File: config.mk
export PLATFORM = sky130hd
export DESIGN_NAME = sdram_burst_responder
export DESIGN_NICKNAME = d
export VERILOG_FILES = /design/src/rtl/sdram_defs.sv /design/src/rtl/sdram_burst_col_counter.sv /design/src/rtl/sdram_burst_responder.sv
export SDC_FILE = /design/constraint.sdc
export NUM_CORES = 1
export LEC_CHECK = 0
export BUFFER_PORTS_ARGS = -buffer_cell sky130_fd_sc_hd__buf_4
export CORE_UTILIZATION = 60
export CTS_BUF_LIST = sky130_fd_sc_hd__clkbuf_8
export CTS_CLUSTER_DIAMETER = 150
export CTS_CLUSTER_SIZE = 20
export DETAILED_ROUTE_END_ITERATION = 16
export PLACE_DENSITY = 0.83
export SYNTH_ARGS = -nofsm -noshare
export SYNTH_HDL_FRONTEND = slang
export SYNTH_HIERARCHICAL = 1
export SYNTH_SLANG_ARGS = --single-unit
File: constraint.sdc
create_clock -name Clk -period 4.8 [get_ports Clk]
set_input_delay 0.48 -clock Clk [delete_from_list [all_inputs] [get_ports Clk]]
set_output_delay 0.48 -clock Clk [all_outputs]
set_load 0.005 [all_outputs]
File: src/rtl/sdram_defs.sv
// Shared SDRAM command/address definitions: command encodings, access sizes,
// burst-length codes and address-mode codes used by the bus-side blocks.
package sdram_defs;

  // Command bus encodings (111 decodes as a second NOP)
  localparam logic [2:0] CMD_NOP  = 3'b000;
  localparam logic [2:0] CMD_ACT  = 3'b001;
  localparam logic [2:0] CMD_RD   = 3'b010;
  localparam logic [2:0] CMD_WR   = 3'b011;
  localparam logic [2:0] CMD_PRE  = 3'b100;
  localparam logic [2:0] CMD_LMR  = 3'b101;
  localparam logic [2:0] CMD_BST  = 3'b110;
  localparam logic [2:0] CMD_NOP2 = 3'b111;

  // Access size; the column step is 1 << size
  localparam logic [1:0] SIZE_B  = 2'd0;
  localparam logic [1:0] SIZE_HW = 2'd1;
  localparam logic [1:0] SIZE_W  = 2'd2;
  localparam logic [1:0] SIZE_DW = 2'd3;

  // Burst length codes; beats = 1 << code, except PAGE which never ends by itself
  localparam logic [2:0] BURST1     = 3'd0;
  localparam logic [2:0] BURST2     = 3'd1;
  localparam logic [2:0] BURST4     = 3'd2;
  localparam logic [2:0] BURST8     = 3'd3;
  localparam logic [2:0] BURST16    = 3'd4;
  localparam logic [2:0] BURST32    = 3'd5;
  localparam logic [2:0] BURST64    = 3'd6;
  localparam logic [2:0] BURST_PAGE = 3'd7;

  // Column wrap behaviour
  localparam logic ADDR_MODE_SEQ = 1'b0;
  localparam logic ADDR_MODE_LIN = 1'b1;

  // Mode register contents loaded by LMR
  typedef struct packed {
    logic [2:0] bl_cfg;
    logic       addr_mode;
  } mode_reg_t;

  localparam mode_reg_t MODE_RESET = '{bl_cfg: BURST1, addr_mode: ADDR_MODE_SEQ};

endpackage

File: src/rtl/sdram_burst_col_counter.sv
// Column sequencer for one SDRAM burst. A load captures start column, step,
// burst length and wrap mode; each adv moves to the next beat. Sequential mode
// wraps inside the aligned block of min(BL*step, 2^ADDR_W) columns, linear mode
// wraps over the whole row. 'last' flags the final beat (never in page mode).
module sdram_burst_col_counter
  import sdram_defs::*;
#(
  parameter int ADDR_W = 8
) (
  input  logic              clk,
  input  logic              rst,
  input  logic              load,
  input  logic              adv,
  input  logic [ADDR_W-1:0] start_col,
  input  logic [1:0]        size,
  input  mode_reg_t         mode,
  output logic [ADDR_W-1:0] col,
  output logic              last
);

  localparam logic [ADDR_W:0]   ONE_WIDE = 1;
  localparam logic [ADDR_W-1:0] ONE_COL  = 1;

  logic [ADDR_W-1:0] col_q, col_d;
  logic [ADDR_W-1:0] step_q, step_d;
  logic [ADDR_W-1:0] mask_q, mask_d;
  logic [6:0]        beat_q, beat_d;
  logic [6:0]        last_beat_q, last_beat_d;
  logic              page_q, page_d;
  logic              lin_q, lin_d;

  logic [3:0]        log_blk;
  logic [ADDR_W:0]   blk_size;
  logic [ADDR_W:0]   blk_mask_wide;
  logic [ADDR_W-1:0] col_sum;

  // Burst geometry for the command being loaded, and next-beat column arithmetic
  always_comb begin
    log_blk = {1'b0, mode.bl_cfg} + {2'b00, size};
    if (mode.bl_cfg == BURST_PAGE || int'(log_blk) > ADDR_W) begin
      log_blk = 4'(ADDR_W);
    end
    blk_size      = ONE_WIDE << log_blk;
    blk_mask_wide = blk_size - ONE_WIDE;
    col_sum       = col_q + step_q;

    col_d       = col_q;
    step_d      = step_q;
    mask_d      = mask_q;
    beat_d      = beat_q;
    last_beat_d = last_beat_q;
    page_d      = page_q;
    lin_d       = lin_q;

    if (load) begin
      col_d       = start_col;
      step_d      = ONE_COL << size;
      mask_d      = blk_mask_wide[ADDR_W-1:0];
      beat_d      = 7'd0;
      last_beat_d = (7'd1 << mode.bl_cfg) - 7'd1;
      page_d      = (mode.bl_cfg == BURST_PAGE);
      lin_d       = (mode.addr_mode == ADDR_MODE_LIN);
    end else if (adv) begin
      // Sequential mode keeps the block base bits and wraps only the offset
      col_d  = lin_q ? col_sum : ((col_q & ~mask_q) | (col_sum & mask_q));
      beat_d = beat_q + 7'd1;
    end
  end

  // Burst state registers
  always_ff @(posedge clk or posedge rst) begin
    if (rst) begin
      col_q       <= '0;
      step_q      <= ONE_COL;
      mask_q      <= '0;
      beat_q      <= '0;
      last_beat_q <= '0;
      page_q      <= 1'b0;
      lin_q       <= 1'b0;
    end else begin
      col_q       <= col_d;
      step_q      <= step_d;
      mask_q      <= mask_d;
      beat_q      <= beat_d;
      last_beat_q <= last_beat_d;
      page_q      <= page_d;
      lin_q       <= lin_d;
    end
  end

  assign col  = col_q;
  assign last = !page_q && (beat_q == last_beat_q);

endmodule

File: src/rtl/sdram_burst_responder.sv
// Device-side SDRAM command responder: decodes bus commands, tracks the open
// row and mode register, sequences column bursts through the column counter,
// and delays read strobes by CAS_LAT cycles into RdDataValid.
module sdram_burst_responder
  import sdram_defs::*;
#(
  parameter int CAS_LAT = 2,
  parameter int ADDR_W  = 8
) (
  input  logic              Clk,
  input  logic              Rst,
  input  logic              Cke,
  input  logic [2:0]        Cmd,
  input  logic [ADDR_W-1:0] AddrBus,
  input  logic [1:0]        SizeIn,
  output logic [ADDR_W-1:0] ArrayRowAddr,
  output logic [ADDR_W-1:0] ArrayColAddr,
  output logic              ArrayWr,
  output logic              ArrayRd,
  output logic              RdDataValid,
  output logic              RowOpen,
  output logic              BurstDone,
  output logic              CmdError
);

  localparam logic [1:0] ST_IDLE   = 2'd0;
  localparam logic [1:0] ST_ACTIVE = 2'd1;
  localparam logic [1:0] ST_RD     = 2'd2;
  localparam logic [1:0] ST_WR     = 2'd3;

  logic [1:0]         state_q, state_d;
  logic [ADDR_W-1:0]  row_q, row_d;
  mode_reg_t          mode_q, mode_d;
  logic               err_q, err_d;
  logic [CAS_LAT-1:0] rd_pipe_q, rd_pipe_d, rd_pipe_in;

  logic               col_load, col_adv, col_last;
  logic [ADDR_W-1:0]  col;
  logic               bursting;
  logic               burst_cut;

  sdram_burst_col_counter #(.ADDR_W(ADDR_W)) u_col_counter (
    .clk       (Clk),
    .rst       (Rst),
    .load      (col_load),
    .adv       (col_adv),
    .start_col (AddrBus),
    .size      (SizeIn),
    .mode      (mode_q),
    .col       (col),
    .last      (col_last)
  );

  assign bursting  = (state_q == ST_RD) || (state_q == ST_WR);
  // Commands that end the current burst early, suppressing its done pulse
  assign burst_cut = (Cmd == CMD_RD) || (Cmd == CMD_WR) || (Cmd == CMD_BST) || (Cmd == CMD_PRE);

  // Command decode and FSM; nothing moves while Cke is low
  always_comb begin
    state_d  = state_q;
    row_d    = row_q;
    mode_d   = mode_q;
    err_d    = 1'b0;
    col_load = 1'b0;
    col_adv  = 1'b0;
    if (Cke) begin
      case (state_q)
        ST_IDLE: begin
          case (Cmd)
            CMD_ACT: begin
              state_d = ST_ACTIVE;
              row_d   = AddrBus;
            end
            CMD_LMR: begin
              mode_d.bl_cfg    = AddrBus[2:0];
              mode_d.addr_mode = AddrBus[3];
            end
            CMD_RD, CMD_WR, CMD_BST, CMD_PRE: err_d = 1'b1;
            default: ;
          endcase
        end
        ST_ACTIVE: begin
          case (Cmd)
            CMD_RD: begin
              state_d  = ST_RD;
              col_load = 1'b1;
            end
            CMD_WR: begin
              state_d  = ST_WR;
              col_load = 1'b1;
            end
            CMD_PRE: state_d = ST_IDLE;
            CMD_ACT, CMD_LMR: err_d = 1'b1;
            default: ;
          endcase
        end
        default: begin
          case (Cmd)
            CMD_RD: begin
              state_d  = ST_RD;
              col_load = 1'b1;
            end
            CMD_WR: begin
              state_d  = ST_WR;
              col_load = 1'b1;
            end
            CMD_BST: state_d = ST_ACTIVE;
            CMD_PRE: state_d = ST_IDLE;
            default: begin
              // ACT/LMR are rejected but the burst keeps running
              err_d = (Cmd == CMD_ACT) || (Cmd == CMD_LMR);
              if (col_last) begin
                state_d = ST_ACTIVE;
              end else begin
                col_adv = 1'b1;
              end
            end
          endcase
        end
      endcase
    end
  end

  // Control state registers
  always_ff @(posedge Clk or posedge Rst) begin
    if (Rst) begin
      state_q <= ST_IDLE;
      row_q   <= '0;
      mode_q  <= MODE_RESET;
      err_q   <= 1'b0;
    end else begin
      state_q <= state_d;
      row_q   <= row_d;
      mode_q  <= mode_d;
      err_q   <= err_d;
    end
  end

  // Read-valid delay line: stage 0 takes the read strobe, later stages shift
  genvar gi;
  generate
    for (gi = 0; gi < CAS_LAT; gi++) begin : g_pipe
      if (gi == 0) begin : g_head
        assign rd_pipe_in[gi] = ArrayRd;
      end else begin : g_tail
        assign rd_pipe_in[gi] = rd_pipe_q[gi-1];
      end
    end
  endgenerate

  // Delay line only advances on enabled clocks so in-flight reads survive Cke low
  always_comb begin
    rd_pipe_d = Cke ? rd_pipe_in : rd_pipe_q;
  end

  // Read-valid delay line registers
  always_ff @(posedge Clk or posedge Rst) begin
    if (Rst) begin
      rd_pipe_q <= '0;
    end else begin
      rd_pipe_q <= rd_pipe_d;
    end
  end

  assign ArrayRd      = Cke && (state_q == ST_RD);
  assign ArrayWr      = Cke && (state_q == ST_WR);
  assign BurstDone    = Cke && bursting && col_last && !burst_cut;
  assign RowOpen      = (state_q != ST_IDLE);
  assign ArrayRowAddr = row_q;
  assign ArrayColAddr = col;
  assign CmdError     = err_q;
  assign RdDataValid  = rd_pipe_q[CAS_LAT-1];

endmodule
==> impl_metrics.json, run 1 <==
{
  "outcome": "complete, no violations",
  "dp_hpwl_mm": 4.21,
  "clock_latency_ns": 0.31,
  "layout.nets": 335,
  "finalCriticalPeriod_ns": 2.96,
  "power_leakage_nw": 1.47,
  "syn-cell-area_um2": 2800,
  "first_global_vias": 2124,
  "htree_levels": 2,
  "io_pins": 38,
  "fin_tns_setup_ns": 0,
  "maxSlewViolCount": 0,
  "placed_cell_area_um2": 3120,
  "peakVddDrop_mv": 0.323,
  "power_frac_seq_pct": 42.6,
  "core_area_um2": 4410,
  "gp_congestion": 0.802,
  "fin_util_pct": 73.3,
  "synth-edff-count": 0,
  "detailedRoute.firstPassIterationCount": 4,
  "vias_per_cell": 5.93,
  "seq_area_frac_synth_pct": 47.4,
  "post-place-ws_ns": 1.76,
  "postCtsSetupRepairBufs": 0,
  "syn_inst": 272,
  "synth_warnings": 6,
  "root_buffer": "clkbuf_8",
  "cp.arrival_ns": 3.20,
  "area_growth_syn_to_layout_pct": 15.5,
  "port_buffers": 37,
  "synthesis.nets": 298,
  "rows": 24,
  "crit_fanout": 10,
  "grt_max_degree": 50,
  "dp.cells": 354,
  "swShare_pct": 37.3,
  "avgSynthCellArea_um2": 10.3,
  "routed_wl_mm": 5.73,
  "synth_cell_type_count": 50,
  "antenna_found_initial": 0,
  "timing.final.ws_setup_ns": 1.84,
  "finClkSkew_ns": 0.00575,
  "finalPower_mw": 1.87,
  "grt_pass1_wl_mm": 9.85,
  "end_kind": "flip-flop",
  "finalCritPeriodShare_pct": 61.7,
  "grt.total_usage_pct": 25.7,
  "p_switching_uw": 699,
  "rsz0062_at_grt": "no",
  "cap_violations": 0,
  "hold_class": "in2async",
  "fin_area_um2": 3230,
  "synth-seq-cells": 53,
  "p_clk_share_pct": 16.2,
  "num_vias": 2147,
  "power.density_nw_per_um2": 579,
  "combinationalPowerShare_pct": 41.2,
  "cts_tree": "yes",
  "antenna_left": 0,
  "die_area_um2": 4940,
  "fmax_mhz": 338,
  "intPower_mw": 1.17,
  "synthFlopType": "dfrtp_1",
  "cts_buffers": 5,
  "worst_slew_margin_rel_pct": 23.3,
  "antenna_cells": 0,
  "tightest_slew_ns": 1.14,
  "wl_per_cell_um": 15.8,
  "critical_path_required_ns": 5.04,
  "startpoint_type": "flip-flop",
  "die_h_um": 70.3,
  "cts-hold-fix-buffers": 0,
  "cts_buffer_depth": 2,
  "die_w_um": 70.3,
  "initial_core_util_pct": 63.4,
  "ctsResizeCount": 0,
  "hold_viol": 0,
  "fin_cells": 362,
  "drc_errors": 0,
  "nFillCells": 327,
  "hold_ws_ns": 0.264,
  "layout-drive-gt1-share_pct": 24.5,
  "async_reset_ff_share_pct": 100,
  "drtIter0Drc": 130,
  "critical_path_class": "reg2reg",
  "setup-violations-final": 0,
  "clock-sinks": 53,
  "grt.overflow.total": 0,
  "path_clk_slew_ns": 0.10
}
## power by group through the flow
| stage | clock (mW) | combinational, mW | sequential, mW |
|---|---|---|---|
| 2_1_floorplan | 0 | 0.535 | 0.758 |
| 3_3_place_gp | 0 | 0.729 | 0.793 |
| 3_5_place_dp | 0 | 0.763 | 0.802 |
| 4_1_cts | 0.313 | 0.771 | 0.796 |
| 5_1_grt | 0.329 | 0.854 | 0.824 |
| 6_report | 0.303 | 0.771 | 0.798 |
## placed cells by master (no fill, tap or decap), types with 4 or more instances in the layout
master	count
nand3_1	4
o21ai_0	19
a21oi_1	13
nand4_1	6
inv_1	14
buf_4	39
dfrtp_1	52
nor2_1	26
mux2_2	17
xnor2_1	9
ha_1	8
clkbuf_8	5
nand2_1	23
o211ai_1	8
xor2_1	7
or3_1	4
a31oi_1	5
## cells in the mapped netlist, types with 4 or more instances
master	number	share of area (%)
o21ai_0	19	3.4
dfrtp_1	52	46
a21oi_1	13	2.3
o211ai_1	8	2.1
xor2_1	7	2.2
mux2_2	17	6.8
xnor2_1	9	2.8
a31oi_1	5	1.1
nand3_1	4	0.71
nand2_1	23	3.1
or3_1	4	0.89
nand4_1	6	1.3
nor2_1	26	3.5
clkbuf_1	4	0.54
ha_1	8	3.6
inv_1	14	1.9
## kinds of logic after synthesis
kind of cell	synth area share, %
AO/OA/AOI/OAI	15.7
XOR/XNOR	5.00
adder cells (fa/ha/maj)	5.00
buffers and inverters	3.62
flip-flops	47.4
multiplexers	7.91
AND/OR/NAND/NOR	15.4
## worst paths after layout
kind / startpoint / endpoint / slack, ns / depth (start not counted)
max: mode_q[2]$_DFFE_PP0P_ / u_col_counter/mask_q[6]$_DFFE_PP0P_ / 1.84 / 8
min: Rst / ArrayRowAddr[5]$_DFFE_PP0P_ / 0.26 / 2
max reg2reg: mode_q[2]$_DFFE_PP0P_ / u_col_counter/mask_q[6]$_DFFE_PP0P_ / 1.84 / 8
min reg2reg: u_col_counter/step_q[0]$_DFFE_PP1P_ / u_col_counter/step_q[0]$_DFFE_PP1P_ / 0.49 / 2
max in group asynchronous: Rst / ArrayRowAddr[4]$_DFFE_PP0P_ / 4.12 / 2
min in group Clk: SizeIn[0] / u_col_counter/step_q[0]$_DFFE_PP1P_ / 0.33 / 2
## critical path: stages, from the launching register on
cell and delay, ns:
dfrtp_1 0.56, ha_1 0.31, a221o_2 0.39, o21ai_0 0.49, nand3_1 0.16, ha_1 0.31
xor2_1 0.19, or3_1 0.32, a31oi_1 0.16
## layout make-up
cell class,count,area (µm²),area share [%]
Clock buffer,5,68.8,2.13
Clock inverter,3,46.3,1.43
Inverter,15,56.3,1.74
Multi-Input combinational cell,195,1380,42.6
Sequential cell,53,1330,41.0
Tap cell,52,65.1,2.01
Timing Repair Buffer,39,293,9.05
## routing by layer
layer  part of all wire, %  global-route usage [%]  vias up
met5                     0                       0        -
met4                   2.4                    10.0        0
met3                   3.7                    4.62       16
li1                      -                       -     1039
met2                    47                    38.8       57
met1                    47                    36.9     1035
(Power assumes the default switching activity.)
==> inputs of run 2 (changes only) <==
--- a/config.mk
+++ b/config.mk
@@ -5,13 +5,14 @@
 export SDC_FILE = /design/constraint.sdc
 export NUM_CORES = 1
 export LEC_CHECK = 0
+export ABC_AREA = 1
 export BUFFER_PORTS_ARGS = -buffer_cell sky130_fd_sc_hd__buf_4
-export CORE_UTILIZATION = 60
+export CORE_UTILIZATION = 54
 export CTS_BUF_LIST = sky130_fd_sc_hd__clkbuf_8
 export CTS_CLUSTER_DIAMETER = 150
 export CTS_CLUSTER_SIZE = 20
 export DETAILED_ROUTE_END_ITERATION = 16
-export PLACE_DENSITY = 0.83
+export PLACE_DENSITY = 0.78
 export SYNTH_ARGS = -nofsm -noshare
 export SYNTH_HDL_FRONTEND = slang
 export SYNTH_HIERARCHICAL = 1
==> constraint.sdc (replaced) <==
create_clock -name Clk -period 2.6 [get_ports Clk]
set_input_delay 0.26 -clock Clk [delete_from_list [all_inputs] [get_ports Clk]]
set_output_delay 0.26 -clock Clk [all_outputs]
set_load 0.005 [all_outputs]
==> run 2 against run 1 <==
  * The flow now finishes with violations (DRC)
  * Synthesized cell count increased by 45%
  * Critical path type unchanged
  * Power increased by 120%
  * Design area increased by 9.8%
  * Maximum frequency increased by 24%
  * Critical path depth increased by 3
==> impl_metrics.json, run 2 <==
{
  "ys_top_cells_by_count": "nand2_1 (100), inv_1 (54), dfrtp_1 (52)",
  "synthFlopType": "dfrtp_1",
  "hold_viol": 0,
  "power_leakage_nw": 1.84,
  "wl_per_cell_um": 13.5,
  "end_kind": "flip-flop",
  "setup-violations-final": 0,
  "root_buffer": "clkbuf_8",
  "htree_levels": 2,
  "avgSynthCellArea_um2": 7.80,
  "final_common_cell": "nand2_1",
  "detailedRoute.firstPassIterationCount": 10,
  "vias_per_cell": 5.43,
  "placed_cell_area_um2": 3400,
  "synth.most_common_cell": "nand2_1",
  "synth_cell_type_count": 35,
  "initial_core_util_pct": 55.9,
  "crit_start": "mode_q[1]$_DFFE_PP0P_",
  "dp.cells": 499,
  "area_growth_syn_to_layout_pct": 15.3,
  "layout-drive-gt1-share_pct": 18.9,
  "cts_buffer_depth": 2,
  "cp.arrival_ns": 2.58,
  "layout.nets": 460,
  "finalCriticalPeriod_ns": 2.39,
  "die_h_um": 77.5,
  "synth-seq-cells": 53,
  "port_buffers": 37,
  "dp_hpwl_mm": 5.17,
  "synth_top_cell_area_share_pct": 42.2,
  "ff2ff_path_depth": 11,
  "cts_tree": "yes",
  "outcome": "finished with violations",
  "clock_latency_ns": 0.30,
  "routed_wl_mm": 6.86,
  "drc_errors": 2,
  "die_w_um": 77.5,
  "cap_violations": 0,
  "clock-sinks": 53,
  "grt.overflow.total": 0,
  "peakVddDrop_mv": 0.590,
  "syn_inst": 395,
  "antenna_found_initial": 0,
  "antenna_left": 0,
  "synth_top_area_cell": "dfrtp_1",
  "synthesis.nets": 421,
  "hold_class": "in2async",
  "yosys-top-cells-area": "dfrtp_1 (42%), nand2_1 (12%), inv_1 (6.6%)",
  "syn-cell-area_um2": 3080,
  "fmax_mhz": 418,
  "critical_path_class": "reg2reg",
  "first_global_vias": 2614,
  "worstReg2RegStart": "mode_q[1]$_DFFE_PP0P_",
  "power.density_nw_per_um2": 1160,
  "rows": 27,
  "gp_congestion": 0.846,
  "async_reset_ff_share_pct": 100,
  "crit_fanout": 6,
  "drtIter0Drc": 232,
  "synth-edff-count": 0,
  "antenna_cells": 0,
  "fin_cells": 507,
  "startpoint_type": "flip-flop",
  "worst_slew_margin_rel_pct": 53.3,
  "violations": "DRC",
  "layout_common_cells": "nand2_1 (100), inv_1 (54), dfrtp_1 (51)",
  "maxSlewViolCount": 0,
  "cts_buffers": 5,
  "path_clk_slew_ns": 0.09,
  "grt.total_usage_pct": 24.2,
  "finClkSkew_ns": 0.00839,
  "synth_warnings": 6,
  "seq_area_frac_synth_pct": 43.1,
  "tightest_slew_ns": 0.700,
  "fin_area_um2": 3550,
  "critical_path_required_ns": 2.78,
  "grt_max_degree": 37,
  "core_area_um2": 5510,
  "grt_pass1_wl_mm": 11.7,
  "io_pins": 38,
  "num_vias": 2754,
  "finalCritPeriodShare_pct": 92.0,
  "die_area_um2": 6010
}
run 2: cell count changes in the layout (fill, tap and decap cells not counted), moves of 5 or more:
| cell | delta |
|---|---|
| inv_1 | +40 |
| mux2_2 | -17 |
| nand2_1 | +77 |
| nand2_2 | +6 |
| nand3_1 | +20 |
| nor2_1 | +5 |
| nor2_2 | +6 |
| o21ai_2 | +8 |
| xnor2_1 | -9 |
run 2: layout make-up:
type / instances / area (µm²)
clock buffers: 5 / 68.8
well taps: 72 / 90.1
repair buffers: 41 / 308
flip-flops and latches: 53 / 1330
clock inverters: 3 / 65.1
inverters: 55 / 206
fillers: 490 / 1950
multi-input cells: 278 / 1490
run 2: worst paths after layout:
kind | slack, ns | to
max | 0.21 | u_col_counter/mask_q[4]$_DFFE_PP0P_
min | 0.05 | state_q[1]$_DFFE_PP0P_
max reg2reg | 0.21 | u_col_counter/mask_q[4]$_DFFE_PP0P_
min reg2reg | 0.49 | u_col_counter/mask_q[2]$_DFFE_PP0P_
max in group asynchronous | 2.08 | mode_q[1]$_DFFE_PP0P_
min in group Clk | 0.12 | u_col_counter/step_q[0]$_DFFE_PP1P_
run 2: through the flow:
| stage | setup slack (ns) | hold slack (ns) | power, mW | TNS, ns | utilization [%] |
|---|---|---|---|---|---|
| 6_report | 0.209 | 0.0528 | 4.11 | 0 | 64.5 |
| 5_1_grt | -0.0235 | 0.0974 | 4.48 | -0.0235 | 64.5 |
| 4_1_cts | 0.171 | 0.0743 | 4.09 | 0 | 64.3 |
| 3_5_place_dp | 0.194 | 0.405 | 3.43 | 0 | 61.8 |
| 3_3_place_gp | 0.286 | 0.400 | 3.35 | 0 | 61.8 |
| 2_1_floorplan | 0.380 | 0.186 | 2.83 | 0 | - |
run 2: report_power, final:
part | switching (mW) | leakage (nW) | internal [mW]
registers | 0.310 | 0.660 | 1.18
logic | 1.12 | 1.11 | 0.853
clock network | 0.263 | 0.0681 | 0.382
total | 1.70 | 1.84 | 2.41
run 2: critical path, stage by stage (launching register included):
cell,delay [ns]
dfrtp_2,0.45
ha_1,0.22
fa_1,0.57
nor2_2,0.22
nand3_1,0.10
nand2_1,0.09
nand4_1,0.08
ha_1,0.26
nand2_2,0.10
nand2_1,0.05
nand3_1,0.07
o21ai_1,0.06
run 2: timing repair:
item | 4_1_cts | 5_1_grt
hold buffers | 0 | 0
setup buffers | 0 | 0
gates resized for setup | 0 | 4
setup endpoints to repair | 0 | 4
run 2: layer usage:
layer	routed length [µm]	vias to the layer above	share of wire, %	global-route usage [%]
met5	0	-	0	0
met4	76	0	1.1	6.42
met3	289	8	4.2	3.41
met2	3260	73	48	40.1
met1	3230	1311	47	33.1
li1	-	1362	-	-
run 2: cells by family (layout without fill, tap and decap cells):
group | after synthesis | in the layout | synth area share, %
AOI/OAI and AO/OA | 68 | 68 | 13.2
xor gates and xnor gates | 4 | 4 | 1.14
adders and majority gates | 10 | 10 | 4.55
buffers and inverters | 64 | 104 | 9.18
DFF | 53 | 53 | 43.1
and+or+nand+nor | 196 | 196 | 28.8
==> inputs of run 3 (changes only) <==
==> constraint.sdc (replaced) <==
create_clock -name Clk -period 2.6 [get_ports Clk]
set_input_delay 0.52 -clock Clk [delete_from_list [all_inputs] [get_ports Clk]]
set_output_delay 0.52 -clock Clk [all_outputs]
set_load 0.005 [all_outputs]
==> run 3 against run 2 <==
  * Critical path type unchanged
  * Largest cell class unchanged
  * Highest routed layer unchanged
  * Sequential power hardly changed
  * Design area is 0.46% lower
  * Wire length is 0.86% lower
  * Critical endpoint unchanged
  * Flip-flop and latch count stayed put
  * The flow still finishes with violations (DRC)
  * First-iteration DRC count is 1.3% lower
  * Global-route usage is 0.29 points higher
  * Non-clock buffer count is 5 higher
  * Sequential share of layout area is 0.14 points higher
  * Register-to-register slack better by 0.03 ns
  * Critical path depth is 2 higher
==> impl_metrics.json, run 3 (synthesized netlist as in run 2, its figures left out) <==
{
  "die_w_um": 77.5,
  "postCtsSetupRepairBufs": 0,
  "fin_cells": 512,
  "io_pins": 38,
  "power.density_nw_per_um2": 1130,
  "grt_max_degree": 37,
  "drc_errors": 2,
  "power_leakage_nw": 1.84,
  "hold_ws_ns": 0.299,
  "hold_viol": 0,
  "core_area_um2": 5510,
  "critical_path_class": "reg2reg",
  "path_clk_slew_ns": 0.09,
  "antenna_found_initial": 0,
  "highest_layer": "met4",
  "fin_tns_setup_ns": 0,
  "cp.arrival_ns": 2.55,
  "hold_class": "in2async",
  "initial_core_util_pct": 55.9,
  "tightest_slew_ns": 0.684,
  "rows": 27,
  "cap_violations": 0,
  "wl_per_cell_um": 13.3,
  "outcome": "finished with violations",
  "antenna_cells": 0,
  "nFillCells": 478,
  "area_growth_syn_to_layout_pct": 14.8,
  "peakVddDrop_mv": 0.523,
  "finalPower_mw": 3.98,
  "layout.nets": 465,
  "vias_per_cell": 5.31,
  "startpoint_type": "flip-flop",
  "antenna_left": 0,
  "grt_pass1_wl_mm": 11.6,
  "first_global_vias": 2574,
  "gp_congestion": 0.842,
  "finalCriticalPeriod_ns": 2.36,
  "finClkSkew_ns": 0.00633,
  "grt.total_usage_pct": 24.4,
  "end_kind": "flip-flop",
  "clock-sinks": 53,
  "layout_common_cells": "nand2_1 (100), inv_1 (55), dfrtp_1 (52)",
  "die_h_um": 77.5,
  "num_vias": 2719,
  "multi_input_area_um2": 1480,
  "crit_fanout": 5,
  "final-seq-area_um2": 1330,
  "final_common_cell": "nand2_1",
  "critical_path_required_ns": 2.79,
  "die_area_um2": 6010,
  "rsz0062_at_grt": "no",
  "root_buffer": "clkbuf_8",
  "cts_buffers": 5,
  "wl_met2_mm": 3.19,
  "drtIter0Drc": 229,
  "maxSlewViolCount": 0,
  "met3WireLength_um": 294,
  "layout-drive-gt1-share_pct": 18.9,
  "detailedRoute.firstPassIterationCount": 12,
  "finalCritPeriodShare_pct": 90.9,
  "dp_hpwl_mm": 5.24,
  "grt.overflow.total": 0,
  "port_buffers": 37,
  "htree_levels": 2,
  "routed_wl_mm": 6.80,
  "dp.cells": 504,
  "cts-hold-fix-buffers": 0,
  "worst_slew_margin_rel_pct": 54.4,
  "clock_latency_ns": 0.30,
  "violations": "DRC",
  "ctsResizeCount": 0,
  "setup-violations-final": 0,
  "fmax_mhz": 423,
  "wl_met1_mm": 3.20,
  "cts_tree": "yes",
  "cts_buffer_depth": 2
}
run 3: cell types whose count changed in the layout (fill, tap and decap cells not counted), sizes merged:
cell	previous run	this run
buf	41	46
bufinv	2	0
clkinvlp	0	2
clkinv	1	0
inv	55	56
run 3: stage by stage:
stage	worst slack, ns	cell area (µm²)	utilization, %
CTS	0.139	3530	64.1
detailed placement	0.0460	3440	62.5
global route	0.135	3540	64.2
floorplan	0.286	3080	-
global placement	0.166	3440	62.5
finish	0.235	3540	64.2
run 3: layout make-up:
class	count	area share, %
multi-input combinational	278	41.8
inverter	55	5.84
tap	72	2.55
clock buffer	5	1.95
clock inverter	3	0.531
timing repair buffer	46	9.77
sequential	53	37.5
run 3: worst paths after layout:
| path | startpoint | to | slack, ns | depth (start not counted) |
|---|---|---|---|---|
| setup / recovery | mode_q[1]$_DFFE_PP0P_ | u_col_counter/mask_q[4]$_DFFE_PP0P_ | 0.24 | 13 |
| hold / removal | Rst | ArrayRowAddr[7]$_DFFE_PP0P_ | 0.30 | 2 |
| setup reg to reg | mode_q[1]$_DFFE_PP0P_ | u_col_counter/mask_q[4]$_DFFE_PP0P_ | 0.24 | 13 |
| hold reg to reg | mode_q[0]$_DFFE_PP0P_ | u_col_counter/lin_q$_DFFE_PP0P_ | 0.49 | 2 |
| max in group asynchronous | Rst | ArrayRowAddr[6]$_DFFE_PP0P_ | 1.90 | 2 |
| min in group Clk | SizeIn[0] | u_col_counter/step_q[0]$_DFFE_PP1P_ | 0.38 | 2 |
run 3: report_power, final:
| part | switching (mW) | leakage (nW) | internal (mW) |
|---|---|---|---|
| combinational | 1.14 | 1.14 | 0.901 |
| clock | 0.267 | 0.0416 | 0.186 |
| sequential | 0.309 | 0.661 | 1.18 |
| total | 1.72 | 1.84 | 2.26 |
run 3: worst max-delay path: stages (launching register included):
cell	delay, ns
dfrtp_1	0.43
ha_1	0.23
fa_1	0.43
inv_1	0.11
nand2_1	0.07
nand2_2	0.09
nand3_1	0.13
nor3_1	0.16
inv_1	0.06
ha_1	0.23
nand2_2	0.10
nand2_1	0.05
nand3_1	0.08
o21ai_1	0.08
run 3: metal layers:
metal	track usage [%]	vias up
li1	-	1378
met1	33.4	1269
met2	39.2	64
met3	4.12	8
met4	8.49	0
met5	0	-
